[src/rtl/dnoc_sync_collector.sv]
// Barrier sync collector: waits for acks from every node in a target mask.
// Optional watchdog enabled with `define DNOC_SYNC_TIMEOUT_EN.
module dnoc_sync_collector #(
    parameter logic [3:0]  NODE_ID     = 4'd0,
    parameter int          NODE_NUM    = 12,
    parameter logic [15:0] TIMEOUT_CYC = 16'd4096
) (
    input  logic        clk,
    input  logic        rst,
    input  logic        sync_init,
    input  logic [11:0] sync_target,
    output logic        sync_hit,
    input  logic        ack_valid,
    input  logic [3:0]  ack_src_id,
    output logic        ack_ready,
    output logic        busy,
    output logic        err_timeout
);

    typedef enum logic [1:0] {
        IDLE    = 2'd0,
        COLLECT = 2'd1,
        HIT     = 2'd2
    } state_t;

    localparam logic [4:0] NN = 5'(NODE_NUM);

    state_t      state_q;
    logic [11:0] pend_q;
    logic [11:0] early_q;
    logic        hit_q;
    logic        busy_q;
    logic        err_q;

    logic [11:0] valid_mask;
    logic [11:0] self_mask;
    logic [11:0] ack_bit;
    logic [11:0] ack_acc_bit;
    logic [11:0] tgt_eff;
    logic [11:0] init_pend;
    logic [11:0] coll_pend;
    logic        src_ok;
    logic        acc;

    // Mask of node bits that exist in this configuration.
    always_comb begin
        valid_mask = '0;
        for (int i = 0; i < 12; i++) begin
            valid_mask[i] = (i < NODE_NUM);
        end
    end

    assign self_mask   = 12'd1 << NODE_ID;
    assign src_ok      = ({1'b0, ack_src_id} < NN);
    assign ack_bit     = src_ok ? (12'd1 << ack_src_id) : 12'd0;
    // Ready depends only on state, early mask and source id, never on valid.
    assign ack_ready   = !((state_q == IDLE) && (|(early_q & ack_bit)));
    assign acc         = ack_valid && ack_ready;
    assign ack_acc_bit = acc ? ack_bit : 12'd0;
    assign tgt_eff     = sync_target & ~self_mask & valid_mask;
    assign init_pend   = tgt_eff & ~early_q & ~ack_acc_bit;
    assign coll_pend   = pend_q & ~ack_acc_bit;

    assign sync_hit    = hit_q;
    assign busy        = busy_q;
    assign err_timeout = err_q;

`ifdef DNOC_SYNC_TIMEOUT_EN
    logic [15:0] wd_q;

    // Collection FSM with watchdog; outputs registered alongside state.
    always_ff @(posedge clk or posedge rst) begin
        if (rst) begin
            state_q <= IDLE;
            pend_q  <= '0;
            early_q <= '0;
            hit_q   <= 1'b0;
            busy_q  <= 1'b0;
            err_q   <= 1'b0;
            wd_q    <= '0;
        end else begin
            case (state_q)
                IDLE: begin
                    if (sync_init) begin
                        pend_q  <= init_pend;
                        early_q <= (early_q | ack_acc_bit) & ~tgt_eff;
                        err_q   <= 1'b0;
                        wd_q    <= '0;
                        busy_q  <= 1'b1;
                        if (init_pend == 12'd0) begin
                            state_q <= HIT;
                            hit_q   <= 1'b1;
                        end else begin
                            state_q <= COLLECT;
                        end
                    end else begin
                        early_q <= early_q | ack_acc_bit;
                    end
                end
                COLLECT: begin
                    pend_q  <= coll_pend;
                    early_q <= early_q | (ack_acc_bit & ~pend_q);
                    if (coll_pend == 12'd0) begin
                        state_q <= HIT;
                        hit_q   <= 1'b1;
                    end else if (wd_q == TIMEOUT_CYC - 16'd1) begin
                        state_q <= HIT;
                        hit_q   <= 1'b1;
                        err_q   <= 1'b1;
                        pend_q  <= '0;
                    end else begin
                        wd_q <= wd_q + 16'd1;
                    end
                end
                HIT: begin
                    state_q <= IDLE;
                    hit_q   <= 1'b0;
                    busy_q  <= 1'b0;
                    early_q <= early_q | ack_acc_bit;
                end
                default: begin
                    state_q <= IDLE;
                    hit_q   <= 1'b0;
                    busy_q  <= 1'b0;
                end
            endcase
        end
    end
`else
    logic unused_cfg;
    assign unused_cfg = ^TIMEOUT_CYC;

    // Collection FSM without watchdog; COLLECT waits indefinitely.
    always_ff @(posedge clk or posedge rst) begin
        if (rst) begin
            state_q <= IDLE;
            pend_q  <= '0;
            early_q <= '0;
            hit_q   <= 1'b0;
            busy_q  <= 1'b0;
            err_q   <= 1'b0;
        end else begin
            err_q <= 1'b0;
            case (state_q)
                IDLE: begin
                    if (sync_init) begin
                        pend_q  <= init_pend;
                        early_q <= (early_q | ack_acc_bit) & ~tgt_eff;
                        busy_q  <= 1'b1;
                        if (init_pend == 12'd0) begin
                            state_q <= HIT;
                            hit_q   <= 1'b1;
                        end else begin
                            state_q <= COLLECT;
                        end
                    end else begin
                        early_q <= early_q | ack_acc_bit;
                    end
                end
                COLLECT: begin
                    pend_q  <= coll_pend;
                    early_q <= early_q | (ack_acc_bit & ~pend_q);
                    if (coll_pend == 12'd0) begin
                        state_q <= HIT;
                        hit_q   <= 1'b1;
                    end
                end
                HIT: begin
                    state_q <= IDLE;
                    hit_q   <= 1'b0;
                    busy_q  <= 1'b0;
                    early_q <= early_q | ack_acc_bit;
                end
                default: begin
                    state_q <= IDLE;
                    hit_q   <= 1'b0;
                    busy_q  <= 1'b0;
                end
            endcase
        end
    end
`endif

endmodule
[config.mk]
export PLATFORM = sky130hd
export DESIGN_NAME = dnoc_sync_collector
export DESIGN_NICKNAME = d
export VERILOG_FILES = /design/src/rtl/dnoc_sync_collector.sv
export SDC_FILE = /design/constraint.sdc
export NUM_CORES = 1
export LEC_CHECK = 0
export CORE_MARGIN = 2
export CORE_UTILIZATION = 51
export DETAILED_ROUTE_END_ITERATION = 7
export GPL_TIMING_DRIVEN = 0
export PLACE_DENSITY = 0.88
export SYNTH_ARGS = -nofsm -noshare
export SYNTH_HDL_FRONTEND = slang
export SYNTH_SLANG_ARGS = --single-unit
[constraint.sdc]
create_clock -name clk -period 2.2 [get_ports clk]
set_input_delay 0.33 -clock clk [delete_from_list [all_inputs] [get_ports clk]]
set_output_delay 0.33 -clock clk [all_outputs]
set_load 0.05 [all_outputs]
Word level (Yosys, flattened, before mapping)

Cells that the tools add are included.

Register bits after elaboration: 28
Bits in latches: 0
Memory bits (writable): 0
ROM bits: 0
Bits of input ports: 20
Output and inout bits: 4
Logic and storage cells: 54
Memories: 0

$add $sub $neg: 0
Multiply operators: 0
Div/mod/pow operators: 0
Magnitude comparators: 1
Equal/unequal tests: 5
Shift-type cells: 1
Mux-type cells: 16
Bitwise gates (word level): 13
Reductions and logical operators: 13

Operator list:

| kind                                               | number |
|---|---|
| AND 12 bit                                         | 6 |
| two-way mux 12 bit                                 | 4 |
| inverter 12 bit                                    | 4 |
| one-hot mux 12 bit (3 select lines)                | 1 |
| zero test 12 bit                                   | 2 |
| OR 12 bit                                          | 2 |
| one-hot mux 12 bit (2 select lines)                | 1 |
| OR reduction 12 bit                                | 1 |
| left shift 1 x 4 -> 12 bit (first input constant)  | 1 |
| two-way mux 2 bit                                  | 3 |
| AND reduction 2 bit                                | 3 |
| less-than comparator 4 bit (second input constant) | 1 |
| two-way mux 1 bit                                  | 4 |
| != test 2 bit (second input constant)              | 2 |
| one-hot mux 1 bit (2 select lines)                 | 2 |
| one-hot mux 2 bit (2 select lines)                 | 1 |
| AND reduction 3 bit                                | 1 |
| nonzero test 3 bit                                 | 1 |
| == test 2 x 1 -> 1 bit (second input constant)     | 1 |
| == test 2 bit (second input constant)              | 1 |
| logical AND 1 bit                                  | 2 |
| zero test 2 bit                                    | 1 |
| != test 2 x 1 -> 1 bit (second input constant)     | 1 |
| nonzero test 2 bit                                 | 1 |
| other kinds (2)                                    | 2 |

Depth between registers and ports, before layout

Gate-level depths: netlist of run 1.

Depth in word-level cells: 14
Mapped depth: 10
Gate-level depth less buffers: 9

Least setup slack after synthesis of run 1

Ideal clock, no wire load.

Path kind: input to register
Start: input port ack_src_id[2]
End: register hit_q (netlist: sync_hit)
Setup time: 0.087 ns
Arrival time: 2.335 ns
Required time: 2.113 ns
Slack: -0.222 ns
Stages: 9
Path buffers: 2
Cells stage by stage: buf_2 > nand2b_1 > a21oi_1 > or4_4 > buf_6 > o31a_1 > a222oi_1 > a22oi_2 > a211oi_2

Cells in the longest elaborated chain, start to end: 13
Elaborated cells between the ends (all ways): 17
Classes of those cells: 1 x order compare; 2 x eq/ne; 1 x shift; 2 x mux; 4 x bitwise; 7 x reduce/logical

RTL lines:

| element                                                                         | RTL line | text |
|---|---|---|
| start, declared                                                                 | 14       | `input logic [3:0] ack_src_id,` |
| less-than comparator 4 bit / left shift 1 x 4 -> 12 bit (equally long branches) | 54, 55   |  |
| two-way mux 12 bit *                                                            | 55       | `assign ack_bit = src_ok ? (12'd1 << ack_src_id) : 12'd0;` |
| AND 12 bit                                                                      | 57       | `assign ack_ready = !((state_q == IDLE) && (\|(early_q & ack_bit)));` |
| OR reduction 12 bit                                                             | 57       |  |
| logical AND 1 bit                                                               | 57       |  |
| zero test 1 bit                                                                 | 57       |  |
| logical AND 1 bit                                                               | 58       | `assign acc = ack_valid && ack_ready;` |
| two-way mux 12 bit *                                                            | 59       | `assign ack_acc_bit = acc ? ack_bit : 12'd0;` |
| inverter 12 bit *                                                               | 61, 62   |  |
| AND 12 bit (on tied branches)                                                   | 61, 62   |  |
| zero test 12 bit (on tied branches)                                             | 150, 163 |  |
| != test 2 x 1 -> 1 bit (no line) / != test 2 bit (equally long branches)        | -        |  |
| AND reduction 3 bit (no line) *                                                 | -        |  |
| end signal, assigned                                                            | 152      | `hit_q <= 1'b1;` |
| end signal, assigned                                                            | 165      | `hit_q <= 1'b1;` |
| end signal, assigned                                                            | 170      | `hit_q <= 1'b0;` |
| end, declared                                                                   | 31       | `logic hit_q;` |

Every way passes the cells marked *; elsewhere a longest branch is shown, timed or not.
A chain may end at the register's enable or synchronous reset.

Final worst setup path of run 1

Start: register early_q[1]
End: output port ack_ready

Cells in the longest elaborated chain, start to end: 4

RTL lines:

| element                | RTL line | text |
|---|---|---|
| start, declared        | 30       | `logic [11:0] early_q;` |
| start signal, assigned | 148      | `early_q <= (early_q \| ack_acc_bit) & ~tgt_eff;` |
| start signal, assigned | 157      | `early_q <= early_q \| ack_acc_bit;` |
| start signal, assigned | 162      | `early_q <= early_q \| (ack_acc_bit & ~pend_q);` |
| AND 12 bit             | 57       |  |
| OR reduction 12 bit    | 57       |  |
| logical AND 1 bit      | 57       |  |
| zero test 1 bit        | 57       |  |
| end, declared          | 15       | `output logic ack_ready,` |

No other way between the ends.

==> out/qor.yml, run 1 <==
job:
  max-cap-violations: 0
synthesis:
  ys.warnings.count: 0
  syn_inst: 250
  synth_cell_types: 51
  async_flop_share: 1.00
  ys.flop_type: "dfrtp_1"
  ys_ff_latch: 28
  syn_area_mm2: 0.00208
  synthMostInstantiatedCell: "a21oi_1"
  synth_top_area_frac: 0.336
  yosysTopAreaCell: "dfrtp_1"
  synth_edf_count: 0
  avgSynthCellArea_um2: 8.33
  syn_nets: 274
  ys_seq_area_frac: 0.336
  ys_top_cells_by_count: "a21oi_1, dfrtp_1, o21ai_0"
  synth_area_leaders: "dfrtp_1, a21oi_1, o21ai_0, nand3b_1, nor2_1"
routing:
  vias: 2246
  drc: 0
  routed_wl_um: 6480
  via_per_inst: 6.74
  wl_per_cell_um: 19.5
  drt_iter0_markers: 319
  first_pass_iters: 8
  ant_nets: 0
timing:
  relSlewSlack: 0.249
  max_freq_mhz: 403
  setup_viol: 21
  tightest_slew_ns: 1.13
  tns_ns: -2.20
  period_share: 1.13
  rsz0062_at_grt: "true"
  layout_min_cycle_time_ns: 2.48
  hold_viol: 0
  worst_slack_ns: -0.280
  report.final.slew_viol_count: 0
  clock_skew_ns: 0.00942
clocking:
  root_buffer: "clkbuf_8"
  clk_latency_ns: 0.29
  cts.htree.levels: 1
  cts_hold_buf: 0
  cts_tree: "built"
  clk_pin_slew_ns: 0.11
  cts_sinks: 28
  numCtsBuffers: 3
  clock_path_buffers: 2
grt:
  met3_usage: 0.0378
  grt-ovfl-total: 0
  grt_max_degree: 29
  grt_use_met2: 0.479
  antenna_found_initial: 0
  busiest_layer: "met2"
  use_met1: 0.375
  grt_first_pass_wirelength_um: 9820
  grt_use_total: 0.283
  grt_pass1_vias: 2069
worst_setup_path:
  r2r_cells: 8
  crit_buf_inv: 1
  max_stage_delay_ns: 0.57
  critPathCaptureType: "output port"
  start_kind: "flip-flop"
  crit_required_ns: 1.87
  cp_top_family: "simple AND/OR/NAND/NOR gates"
  critPathKind: "flip-flop to output port"
  path_cells: "or4bb_1, a21oi_2, or4_4, or3b_4, nand2_2, buf_8"
  path_depth: 6
  crit_fanout: 3
  crit_arrival_ns: 2.15
  cp_slowest_cell: "or4_4"
die:
  die_w_um: 67.9
  start_util: 0.525
  dieHeight_um: 67.9
  placementRows: 23
  ioPinCount: 24
  core_area_mm2: 0.00397
  dieArea_mm2: 0.00461
power:
  ir_drop_mv: 0.574
  p_leak_uw: 0.00106
  powerDensity_mw_per_mm2: 1140
place:
  portBuffers: 18
  gp_congestion: 0.976
  pre_cts_ws_ns: -1.30
  dp_hpwl_um: 4290
min_path:
  hold_class: "flip-flop to flip-flop"
  hold_path_depth: 2
final_layout:
  synthToLayoutAreaGrowth_pct: 26.1
  drive_above_1_share: 0.184
  n_antenna_cell: 0
  fillers: 307
  nets: 308
status:
  violations: "setup timing"
  run_status: "complete, but fails checks"
layout make-up:
type                       instances  area [µm²]  share of cell area
clock inverter                     1        30.0              0.0114
sequential                        28         701               0.267
clock buffer                       3        41.3              0.0157
multi-input combinational        194        1340               0.511
tap                               50        62.6              0.0238
timing repair buffer              32         312               0.119
inverter                          10        37.5              0.0143
buffer                            15         101              0.0386
through the flow:
step	cells	hold WS, ns	total power, µW	instance area [µm²]	utilization
after floorplan	250	0.395	1930	2110	-
after global placement	318	0.507	2300	2350	0.592
after detailed placement	318	0.516	2340	2350	0.592
after CTS	332	0.545	2880	2590	0.652
after global routing	333	0.572	3140	2630	0.662
final	333	0.544	2990	2630	0.662
state kept, by name, summed over array words and instances (netlist names):
| name | flops |
|---|---|
| early_q | 12 |
| pend_q | 12 |
| state_q | 2 |
| busy | 1 |
| sync_hit | 1 |
cell usage in the layout, fill, tap and decap left out, types with 3 or more instances in the layout:
cell / Yosys / final
o21ai_1: 0 / 8
nand4b_1: 3 / 3
nand3_1: 4 / 4
dfrtp_1: 28 / 28
buf_6: 3 / 4
a21oi_2: 0 / 3
a21oi_1: 32 / 29
clkbuf_8: 0 / 3
nand2_1: 9 / 7
o22a_1: 6 / 6
nand2b_1: 6 / 6
nor3_1: 3 / 3
clkdlybuf4s50_1: 0 / 16
inv_1: 10 / 10
nor3b_1: 4 / 3
nor2b_1: 8 / 8
nand3b_1: 10 / 10
o21ai_0: 25 / 17
buf_4: 2 / 12
ha_1: 4 / 4
a211oi_2: 2 / 8
o22ai_1: 4 / 4
clkbuf_1: 10 / 7
o21a_1: 7 / 7
nor2_1: 19 / 19
buf_8: 0 / 3
tightest hold or removal path: stages, from the launching register on:
cell     delay [ns]
dfrtp_1        0.40
inv_1          0.07
nor2_1         0.05
layer usage:
metal / up-vias / share of wire
met5: - / 0
met1: 1068 / 0.42
met4: 0 / 0.042
met3: 49 / 0.075
met2: 135 / 0.47
li1: 994 / -
what timing repair did:
item	in CTS	in global routing
endpoints found under the setup margin	26	26
gates resized for setup	27	15
setup buffers	12	2
pin swaps	10	13
worst paths after layout:
check / startpoint / end / slack (ns)
setup / recovery: early_q[1]$_DFFE_PP0P_ / ack_ready / -0.28
hold / removal: pend_q[0]$_DFFE_PP0P_ / pend_q[0]$_DFFE_PP0P_ / 0.54
setup reg to reg: early_q[1]$_DFFE_PP0P_ / early_q[6]$_DFFE_PP0P_ / -0.24
hold reg to reg: pend_q[0]$_DFFE_PP0P_ / pend_q[0]$_DFFE_PP0P_ / 0.54
max in group asynchronous: rst / early_q[7]$_DFFE_PP0P_ / 0.91
min in group asynchronous: rst / pend_q[9]$_DFFE_PP0P_ / 0.62
where the power goes:
group | switching (µW) | internal, µW
combinational | 1010 | 647
clock | 185 | 245
sequential | 209 | 699
total | 1400 | 1590
cell families after synthesis:
group / Yosys count / share of synthesized area
AND/OR/NAND/NOR: 84 / 0.243
AO/OA/AOI/OAI: 103 / 0.319
multiplexers: 2 / 0.00961
other: 1 / 0.00180
buffers and inverters: 28 / 0.0661
flip-flops: 28 / 0.336
adder cells (fa/ha/maj): 4 / 0.0240
No activity file was read; power rests on OpenSTA's default activity.
==> inputs of run 2 (changes only) <==
--- a/config.mk
+++ b/config.mk
@@ -5,7 +5,7 @@
 export SDC_FILE = /design/constraint.sdc
 export NUM_CORES = 1
 export LEC_CHECK = 0
-export CORE_MARGIN = 2
+export CORE_MARGIN = 3
 export CORE_UTILIZATION = 51
 export DETAILED_ROUTE_END_ITERATION = 7
 export GPL_TIMING_DRIVEN = 0
==> run 2 against run 1 <==
  * The run still ends with setup timing left
  * Setup slack better by 0.0075 ns
  * Global-route usage decreased by 2.9 points
  * Non-clock buffer count fell by 2
  * Register-to-register slack barely moved
  * Wire length down 3.4%
  * Count of clock-buffer cells in the layout unchanged
  * Cell area shrank 1.6%
  * Critical endpoint unchanged
==> out/qor.yml, run 2 (synthesized netlist as in run 1, its figures left out) <==
min_path:
  hold_class: "flip-flop to flip-flop"
die:
  dieHeight_um: 69.9  # +2.9%
  dieArea_mm2: 0.00489  # +6.0%
  die_w_um: 69.9  # +2.9%
  placementRows: 22  # -4.3%
  ioPinCount: 24  # unchanged
  start_util: 0.548  # +0.0238
  core_area_mm2: 0.00380  # -4.3%
job:
  max-cap-violations: 0  # unchanged
worst_setup_path:
  crit_path_start: "ack_src_id[0]"
  start_kind: "input pin"
  critPathKind: "input pin to output port"
  r2r_cells: 8  # unchanged
  timing.rr.start: "early_q[9]$_DFFE_PP0P_"
  critPathCaptureType: "output port"
  rrSetupSlack_ns: -0.24  # about the same
  crit_fanout: 6  # +3
  endpoint: "ack_ready"
  crit_arrival_ns: 2.14  # about the same
  timing.rr.end: "early_q[8]$_DFFE_PP0P_"
  crit_required_ns: 1.87  # about the same
routing:
  drc: 0  # unchanged
  wl_per_cell_um: 19.0  # -2.2%
  drt_iter0_markers: 264  # -17%
  vias: 2239  # -0.31%
  ant_nets: 0  # unchanged
  first_pass_iters: 5  # -3
  routed_wl_um: 6260  # -3.4%
  via_per_inst: 6.81  # +0.90%
place:
  dp_hpwl_um: 4240  # -1.3%
  portBuffers: 18  # unchanged
  pre_cts_ws_ns: -1.26  # +0.0407 ns
  gp_congestion: 0.961  # -1.5%
timing:
  max_freq_mhz: 404  # +0.31%
  rsz0062_at_grt: "true"
  worst_slack_ns: -0.272  # +0.00754 ns
  layout_min_cycle_time_ns: 2.47  # -0.00754 ns
  hold_viol: 0  # unchanged
  tightest_slew_ns: 1.11  # -0.0172 ns
  hold_slack_ns: 0.533  # -0.0105 ns
  report.final.slew_viol_count: 0  # unchanged
  relSlewSlack: 0.260  # +0.0115
  clock_skew_ns: 0.00199  # -0.00742 ns
  period_share: 1.12  # -0.00343
  setup_viol: 9  # -57%
clocking:
  cts_tree: "built"
  cts.htree.levels: 1  # unchanged
  cts_sinks: 28  # unchanged
  clk_latency_ns: 0.29  # about the same
  numCtsBuffers: 3  # unchanged
  clock_path_buffers: 2  # unchanged
  clk_pin_slew_ns: 0.10  # about the same
  root_buffer: "clkbuf_8"
power:
  powerDensity_mw_per_mm2: 1140  # +0.15%
  ir_drop_mv: 0.801  # +39%
  power_uw: 2950  # -1.5%
  p_leak_uw: 0.00104  # -2.0%
grt:
  grt_use_total: 0.254  # -0.0288
  grt_max_degree: 29  # unchanged
  antenna_found_initial: 0  # unchanged
  grt-ovfl-total: 0  # unchanged
  grt_pass1_vias: 2127  # +2.8%
  grt_first_pass_wirelength_um: 10100  # +2.9%
final_layout:
  fillers: 315  # +2.6%
  n_antenna_cell: 0  # unchanged
  nets: 306  # -0.65%
  final_common_cell: "a21oi_1"
  synthToLayoutAreaGrowth_pct: 24.1
  largest_registers: "early_q: 12 flops, pend_q: 12 flops, state_q: 2 flops"
  drive_above_1_share: 0.164  # -0.0200
  final_cell_mix: "a21oi_1, dfrtp_1, o21ai_0"
status:
  violations: "setup timing"
  run_status: "complete, but fails checks"
## run 2: report_power, final
part           internal [µW]  switching [µW]
clock                    244             179
sequential               699             208
combinational            631             986
## run 2: worst min-delay path by stage
stage                                 from                endpoint  slack, ns  depth (start not counted)
floorplan                              rst        busy$_DFFE_PP0P_       0.40                          1
global placement    early_q[1]$_DFFE_PP0P_  early_q[1]$_DFFE_PP0P_       0.51                          1
detailed placement  early_q[1]$_DFFE_PP0P_  early_q[1]$_DFFE_PP0P_       0.52                          1
CTS                  pend_q[0]$_DFFE_PP0P_   pend_q[0]$_DFFE_PP0P_       0.54                          2
global route         pend_q[0]$_DFFE_PP0P_   pend_q[0]$_DFFE_PP0P_       0.58                          2
finish                    busy$_DFFE_PP0P_        busy$_DFFE_PP0P_       0.53                          2
## run 2: repair_timing
| action | CTS | global route |
|---|---|---|
| hold buffers | 0 | 0 |
| setup buffers | 10 | 2 |
| pin swaps | 5 | 8 |
| endpoints found under the setup margin | 26 | 27 |
| endpoints found under the hold margin | 0 | 0 |
| resized for setup | 20 | 14 |
## run 2: final cells by class
type | instances | area (µm²) | share of cell area
sequential | 28 | 701 | 0.271
clock inverter | 1 | 30.0 | 0.0116
multi-input combinational | 194 | 1330 | 0.516
timing repair buffer | 30 | 279 | 0.108
clock buffer | 3 | 41.3 | 0.0160
buffer | 15 | 103 | 0.0397
inverter | 10 | 37.5 | 0.0145
tap | 48 | 60.1 | 0.0232
## run 2: through the flow
step	instance area [µm²]	TNS, ns	std cells	util
6_report	2580	-1.92	329	0.681
3_3_place_gp	2350	-14.74	316	0.619
5_1_grt	2580	-2.58	329	0.681
3_5_place_dp	2350	-15.35	316	0.619
2_1_floorplan	2110	-0.218	250	-
4_1_cts	2540	-1.59	328	0.668
## run 2: layer usage
layer | wire length, µm | global-route usage | part of all wire | up-vias
met5 | 0 | 0 | 0 | -
met3 | 561 | 0.0532 | 0.090 | 38
li1 | - | - | - | 986
met1 | 2520 | 0.331 | 0.40 | 1063
met2 | 2910 | 0.403 | 0.47 | 152
met4 | 269 | 0.115 | 0.043 | 0
## run 2: critical path, cell delays in order
cell and delay [ns]:
clkdlybuf4s15_1 0.19, buf_6 0.14, buf_4 0.13, nand2b_1 0.07, a21oi_1 0.05, or4_4 0.59
or3b_4 0.43, nand2_2 0.09, buf_8 0.14
